===== src/rtl/spi_pkg.sv =====
// spi_pkg: shared constants for the SPI peripheral.
//   - FSM state encodings (3-bit, plain localparams).
//   - Position and polarity of the read/write flag inside the address byte.
package spi_pkg;

    localparam int unsigned STATE_W = 3;

    localparam logic [STATE_W-1:0] StIdle       = 3'd0;
    localparam logic [STATE_W-1:0] StGetAddr    = 3'd1;
    localparam logic [STATE_W-1:0] StReadWait   = 3'd2;
    localparam logic [STATE_W-1:0] StReadLoad   = 3'd3;
    localparam logic [STATE_W-1:0] StReadShift  = 3'd4;
    localparam logic [STATE_W-1:0] StWriteShift = 3'd5;
    localparam logic [STATE_W-1:0] StWriteMem   = 3'd6;
    localparam logic [STATE_W-1:0] StDone       = 3'd7;

    // Address byte layout is {address, rw}; rw = 1 requests a read.
    localparam int unsigned RW_BIT  = 0;
    localparam logic        RW_READ = 1'b1;

endpackage


===== src/rtl/shiftregister8.sv =====
// shiftregister8: parallel-load, serial-in shift register (shifts toward the MSB).
//   clk        system clock
//   reset      synchronous active-high clear
//   load_en    load load_data (takes priority over shift_en)
//   load_data  parallel load value
//   shift_en   shift one position left, shift_in enters at the LSB
//   shift_in   serial input bit
//   q          current register contents
module shiftregister8 #(
    parameter int unsigned WIDTH = 8
) (
    input  logic             clk,
    input  logic             reset,
    input  logic             load_en,
    input  logic [WIDTH-1:0] load_data,
    input  logic             shift_en,
    input  logic             shift_in,
    output logic [WIDTH-1:0] q
);

    logic [WIDTH-1:0] q_q, q_d;

    always_comb begin
        q_d = q_q;
        if (load_en) begin
            q_d = load_data;
        end else if (shift_en) begin
            q_d = {q_q[WIDTH-2:0], shift_in};
        end
    end

    always_ff @(posedge clk) begin
        if (reset) begin
            q_q <= '0;
        end else begin
            q_q <= q_d;
        end
    end

    assign q = q_q;

endmodule


===== src/rtl/spi_peripheral_fsm.sv =====
// spi_peripheral_fsm: SPI peripheral front end for a small data memory.
// A transaction is one address byte {addr, rw} followed by one data byte, MSB first.
// Writes shift the data in on SCLK rising edges and pulse mem_we once; reads fetch
// the word and shift it out on miso on SCLK falling edges.
//   clk           system clock
//   reset         synchronous active-high reset
//   cs_n          chip select, active low; high aborts any transaction
//   sclk_posedge  one-clk pulse per SCLK rising edge
//   sclk_negedge  one-clk pulse per SCLK falling edge
//   mosi          serial data in
//   miso          serial data out (registered)
//   miso_oe       miso driver enable, high only while shifting read data
//   mem_addr      memory address latched from the address byte
//   mem_we        memory write strobe, one clk
//   mem_wdata     memory write data
//   mem_rdata     memory read data, valid one clk after mem_addr settles
module spi_peripheral_fsm
    import spi_pkg::*;
#(
    parameter int unsigned ADDR_W = 7,
    parameter int unsigned DATA_W = 8
) (
    input  logic              clk,
    input  logic              reset,
    input  logic              cs_n,
    input  logic              sclk_posedge,
    input  logic              sclk_negedge,
    input  logic              mosi,
    output logic              miso,
    output logic              miso_oe,
    output logic [ADDR_W-1:0] mem_addr,
    output logic              mem_we,
    output logic [DATA_W-1:0] mem_wdata,
    input  logic [DATA_W-1:0] mem_rdata
);

    // One extra bit so the count can hold DATA_W itself without wrapping.
    localparam int unsigned          CNT_W    = $clog2(DATA_W) + 1;
    localparam logic [CNT_W-1:0]     CNT_FULL = CNT_W'(DATA_W);
    localparam logic [CNT_W-1:0]     CNT_ONE  = CNT_W'(1);

    logic [STATE_W-1:0] state_q, state_d;
    logic [CNT_W-1:0]   cnt_q, cnt_d;
    logic               miso_q, miso_d;
    logic [ADDR_W-1:0]  mem_addr_q, mem_addr_d;
    logic [DATA_W-1:0]  mem_wdata_q, mem_wdata_d;

    logic               sr_load;
    logic               sr_shift;
    logic               sr_in;
    logic [DATA_W-1:0]  sr_q;
    logic               neg_act;

    shiftregister8 #(
        .WIDTH (DATA_W)
    ) u_shreg (
        .clk       (clk),
        .reset     (reset),
        .load_en   (sr_load),
        .load_data (mem_rdata),
        .shift_en  (sr_shift),
        .shift_in  (sr_in),
        .q         (sr_q)
    );

    // A falling edge coinciding with a rising edge is dropped.
    assign neg_act = sclk_negedge & ~sclk_posedge;

    always_comb begin
        state_d     = state_q;
        cnt_d       = cnt_q;
        miso_d      = miso_q;
        mem_addr_d  = mem_addr_q;
        mem_wdata_d = mem_wdata_q;
        sr_load     = 1'b0;
        sr_shift    = 1'b0;
        sr_in       = mosi;

        if (state_q != StIdle && cs_n) begin
            state_d = StIdle;
        end else begin
            case (state_q)
                StIdle: begin
                    if (!cs_n) begin
                        state_d = StGetAddr;
                        cnt_d   = '0;
                    end
                end
                StGetAddr: begin
                    // Full byte is decoded the clk after the last bit; edges then are ignored.
                    if (cnt_q == CNT_FULL) begin
                        mem_addr_d = sr_q[ADDR_W:1];
                        cnt_d      = '0;
                        state_d    = (sr_q[RW_BIT] == RW_READ) ? StReadWait : StWriteShift;
                    end else if (sclk_posedge) begin
                        sr_shift = 1'b1;
                        cnt_d    = cnt_q + CNT_ONE;
                    end
                end
                StReadWait: begin
                    state_d = StReadLoad;
                end
                StReadLoad: begin
                    sr_load = 1'b1;
                    state_d = StReadShift;
                end
                StReadShift: begin
                    if (cnt_q == CNT_FULL) begin
                        state_d = StDone;
                    end else if (neg_act) begin
                        miso_d   = sr_q[DATA_W-1];
                        sr_shift = 1'b1;
                        sr_in    = 1'b0;
                        cnt_d    = cnt_q + CNT_ONE;
                    end
                end
                StWriteShift: begin
                    if (cnt_q == CNT_FULL) begin
                        mem_wdata_d = sr_q;
                        state_d     = StWriteMem;
                    end else if (sclk_posedge) begin
                        sr_shift = 1'b1;
                        cnt_d    = cnt_q + CNT_ONE;
                    end
                end
                StWriteMem: begin
                    state_d = StDone;
                end
                StDone: begin
                    state_d = StDone;
                end
                default: begin
                    state_d = StIdle;
                end
            endcase
        end
    end

    always_ff @(posedge clk) begin
        if (reset) begin
            state_q     <= StIdle;
            cnt_q       <= '0;
            miso_q      <= 1'b0;
            mem_addr_q  <= '0;
            mem_wdata_q <= '0;
        end else begin
            state_q     <= state_d;
            cnt_q       <= cnt_d;
            miso_q      <= miso_d;
            mem_addr_q  <= mem_addr_d;
            mem_wdata_q <= mem_wdata_d;
        end
    end

    assign miso      = miso_q;
    assign miso_oe   = (state_q == StReadShift);
    assign mem_we    = (state_q == StWriteMem);
    assign mem_addr  = mem_addr_q;
    assign mem_wdata = mem_wdata_q;

endmodule

===== config.mk =====
export PLATFORM = sky130hd
export DESIGN_NAME = spi_peripheral_fsm
export DESIGN_NICKNAME = d
export VERILOG_FILES = /design/src/rtl/spi_pkg.sv /design/src/rtl/shiftregister8.sv /design/src/rtl/spi_peripheral_fsm.sv
export SDC_FILE = /design/constraint.sdc
export NUM_CORES = 1
export LEC_CHECK = 0
export CORE_ASPECT_RATIO = 1.25
export CORE_UTILIZATION = 40
export DETAILED_ROUTE_END_ITERATION = 7
export GPL_TIMING_DRIVEN = 0
export PLACE_DENSITY = 0.7
export SETUP_SLACK_MARGIN = 0.1
export SYNTH_ARGS = -nofsm -noshare
export SYNTH_HDL_FRONTEND = slang
export SYNTH_SLANG_ARGS = --single-unit

===== constraint.sdc =====
create_clock -name clk -period 3.8 [get_ports clk]
set_input_delay 1.14 -clock clk [delete_from_list [all_inputs] [get_ports clk]]
set_output_delay 1.14 -clock clk [all_outputs]
set_load 0.05 [all_outputs]

---- Word-level counts from Yosys, hierarchy flattened ----
Cells that the tools add are included.
storage, ports and cells
  register bits ........................... 31
  latch bits .............................. 0
  bits in writable memories ............... 0
  bits in read-only memories .............. 0
  bits of input ports ..................... 14
  memories kept ........................... 0
cells by class
  $add $sub $neg .......................... 1
  $mul .................................... 0
  div/mod/pow operators ................... 0
  order comparisons ....................... 0
  eq/ne operators ......................... 15
  shift-type cells ........................ 0
  muxes and demuxes ....................... 27
  bitwise logic cells ..................... 4
  reductions and logical operators ........ 13
operators by type and width
  cell                 number
  $mux 4               6
  $pmux 3 s7           1
  $mux 8               2
  $pmux 4 s4           1
  $mux 3               5
  $eq 3x3->1 const B   4
  $mux 1               11
  $ne 2x2->1 const B   5
  $reduce_and 4->1     2
  $eq 3x2->1 const B   2
  $reduce_and 3->1     2
  $reduce_and 6->1     1
  $reduce_or 2->1      3
  $add 4x1->4 const B  1
  $eq 4x4->1 const B   1
  $ne 2x1->1 const B   2
  $reduce_bool 4->1    1
  $eq 3x1->1 const B   1
  $logic_not 3->1      1
  $not 1->1            3
  $reduce_bool 3->1    1
  $pmux 1 s2           1
  $reduce_bool 2->1    1
  $and 1x1->1          1
  $logic_and 1x1->1    1

---- Logic depth before layout (Yosys ltp) ----
  word-level depth ........................ 8
  mapped depth ............................ 7

---- Modules after synthesis ----
A second synthesis with hierarchy kept.
unflattened totals
  cells, all modules ...................... 163
  area total of the unflattened synthesis .. 1,540.2 um^2
modules (own cells, without submodules)
  module              times used  cells an instance  area each (um^2)  sequential area each (um^2)
  spi_peripheral_fsm  1           128                1,171.1           460.4
  shiftregister8      1           35                 369.1             160.2

---- Worst setup path after synthesis ----
OpenSTA, ideal clock, no wires.
  path kind ............................... reg-to-output
  start ................................... reg state_q[0]
  end ..................................... out mem_we
  data arrival time ....................... 1,313 ps
  path slack .............................. 1,347 ps
  stages on the path, launching flop included .. 3
  path buffers ............................ 0
  cell sequence ........................... dfxtp_1 > or2b_2 > nor2_1
between the ends
  cells in the longest elaborated chain, start to end .. 1
RTL lines
  element                   RTL line                   source
  start: declaration        spi_peripheral_fsm.sv:42   logic [STATE_W-1:0] state_q, state_d;
  start signal: assignment  spi_peripheral_fsm.sv:141  state_q <= StIdle;
  start signal: assignment  spi_peripheral_fsm.sv:147  state_q <= state_d;
  $eq 3x3->1                spi_peripheral_fsm.sv:157  assign mem_we = (state_q == StWriteMem);
  end: declaration          spi_peripheral_fsm.sv:32   output logic mem_we,
Every way passes these cells.

---- Worst setup path after layout ----
Ends and elaborated chain as after synthesis.

==> results.md <==
* Status: complete, but fails checks
* Failing checks: DRC
* Synth Cell Area at 1520 sq um
* Unique cell type count in the Yosys netlist at 46
* Power Density at 345 nW/um^2
* FFs w/ async S/R, synth at 0%
* Initial Util at 42.8%
* Port-buffer cells at 31
* Placer Congestion at 0.897
* Data arrival, critical path at 1.90 ns
* Die Span Y at 70.8 um
* Synth Instances at 158
* Total core area at 3540 sq um
* Post-route insts no fill at 235
* CTS resizes at 0
* Commonest register cell after synthesis: dfxtp_1
* Die area at 4040 sq um
* Leakage at 0.842 nW
* Setup_tns at 0 ns
* Placed cells at 228
* CP top delay family: buffers and inverters
* Measured slew at the worst slew-check pin at 0.511 ns
* Hold_buf cts at 0
* Final antenna-violating net count at 0
* Synth top area share at 41.0%
* Global-route usage over all layers at 19.1%
* CTS tree: built
* RSZ-0062 raised after global routing: no
* # rows at 24
* Detailed-route via count at 1,351
* Fillcell total at 331
* Hold crit path type: flop to flop
* Finish-stage setup viols at 0
* Peak supply drop at 0.275 mV
* Yosys top cell by area: dfxtp_1
* Largest net degree at the start of global routing at 11
* Syn Area/Cell at 9.59 sq um
* Initial antenna violation count at 0
* Share of cells above drive strength 1 at 15.3%
* Crit-path max FO at 7
* Most area-consuming cells after synthesis: dfxtp_1 41%, mux2i_1 11%, nor2_1 7.9%
* EDFF count, synth at 0
* Pre-CTS WS at 0.958 ns
* Worst Skew at 0.00311 ns
* Worst-Skew Late Latency at 0.28 ns
* CTS max path bufs at 2
* CP max stage cell: clkdlybuf4s50_1
* Crit-path cells: or2b_2 -> nor2_1 -> clkdlybuf4s50_1
* Remaining global-route overflow at 0
* Max Slew Vio Count at 0
* Max Cap Viol at 0
* Hold violation count in the final report at 0
* Clock root buffer: clkbuf_8
* Sink Count at 31
* Post-synthesis sequential area ratio at 41.0%
* Final Cycle Share at 80.0%
* CTS Buf Count at 5
* Die W at 57.1 um
* Worst setup EP type: output port
* Router iterations before antenna repair at 6
* Clock-pin slew on the worst setup and hold paths at 0.06 ns
* Post-CTS Setup Repair Bufs at 0
* Top Ports at 32
* Max Freq at 329 MHz
* HPWL after DPL at 2.62 mm
* Ys Warns at 0
* Via/cell ratio at 5.75
* Post-layout minimum cycle time at 3.04 ns
* Yosys reg bits at 31
* Nets at 212
* Power Total at 0.683 mW
* Initial DRC Count at 43
* WS Path Type: flop to output port
* Critical Path Max Stage Delay at 0.80 ns
* DR DRC count at 2
* ANT cells at 0
* Vias in the first global route at 1,281
* Synth-to-Final Area Change at 30.5%
* First-pass GRT wire length at 5.98 mm
* Worst setup SP type: flop
* Routed length per instance at 15.4 um
* Max-slew headroom at 65.8%
* Worst EP required at 2.66 ns
* Buf/Inv on CP at 1
* Max H-tree Level at 2
* Syn Nets at 174
* Routed Wire Length at 3.62 mm
* Setup slack after layout at 0.759 ns
## power breakdown
part	switching, mW	internal (mW)	total [mW]
registers	0.00438	0.328	0.333
clock network	0.114	0.192	0.306
logic	0.0212	0.0226	0.0438
total	0.140	0.543	0.683
## path summary, 6_finish.rpt
kind | startpoint | slack, ns | end | cells past startpoint
min | mem_wdata[2]$_SDFFE_PP0P_ | 0.49 | mem_wdata[2]$_SDFFE_PP0P_ | 2
max reg2reg | cnt_q[0]$_SDFFE_PP0P_ | 1.94 | cnt_q[3]$_SDFFE_PP0P_ | 7
min reg2reg | mem_wdata[2]$_SDFFE_PP0P_ | 0.49 | mem_wdata[2]$_SDFFE_PP0P_ | 2
max | state_q[0]$_SDFFE_PP0P_ | 0.76 | mem_we | 3
## layout make-up
cell class              count  area [sq um]  area share (%)
multi-input cells         112           821            41.5
flip-flops and latches     31           621            31.4
repair buffers             31           310            15.7
clock buffers               6          72.6            3.67
plain buffers               9          50.0            2.53
well taps                  39          48.8            2.47
clock inverters             1          30.0            1.52
inverters                   6          23.8            1.20
## sequential cells by signal, indices dropped and copies added, names as in the netlist
register   cells
miso           1
state_q        3
mem_addr       7
u_shreg.q      8
mem_wdata      8
cnt_q          4
## cell usage in the layout, fill, tap and decap left out, types with 2 or more instances in the layout
cell type         n
nand4_2           2
dfxtp_1          31
buf_2             4
o221a_2           5
a2bb2oi_1         2
ha_1              2
nor3_1            2
clkdlybuf4s50_1  31
nor2_1           32
clkbuf_8          5
nand2_1           5
inv_1             5
nand3_1           2
a21oi_1           6
o21ai_0           3
a211oi_1          4
clkbuf_1          4
mux2i_1          17
or4_1             2
o21bai_1          3
## cell usage after synthesis (2+ instances only)
master	number
a211oi_1	4
o21bai_1	3
nand3_1	2
inv_1	5
mux2i_1	17
o21ai_0	3
dfxtp_1	31
nand2_1	5
nor2_1	32
nor3_1	2
or4_1	2
nand4_2	2
a21oi_1	6
ha_1	2
a2bb2oi_1	2
o221a_2	5
buf_2	4
clkbuf_1	3
## cells by family (layout without fill, tap and decap cells)
group,count (synthesis),after routing,share of synthesized area (%)
and+or+nand+nor,60,60,23.1
AOI/OAI and AO/OA,33,33,18.2
DFF,31,31,41.0
muxes,17,17,11.2
buffers and inverters,15,53,4.87
adders and majority gates,2,2,1.65
## through the flow
step           hold slack [ns]  instance area [sq um]  util, %
2_1_floorplan            0.473                   1520        -
3_3_place_gp             0.482                   1870     52.9
3_5_place_dp             0.491                   1870     52.9
4_1_cts                  0.506                   1980     55.8
5_1_grt                  0.543                   1980     55.8
6_report                 0.494                   1980     55.8
## routing by layer
metal	global-route usage [%]	share of wire, %	wire length (um)
met1	22.4	43	1560
met2	34.1	51	1840
met3	4.94	5.2	189
met4	4.88	0.99	36
met5	0	0	0
## worst min-delay path: stages (launching register included)
cell	delay (ns)
dfxtp_1	0.32
mux2i_1	0.07
nor2_1	0.07
Note: power is estimated with default switching activity, not from simulation.
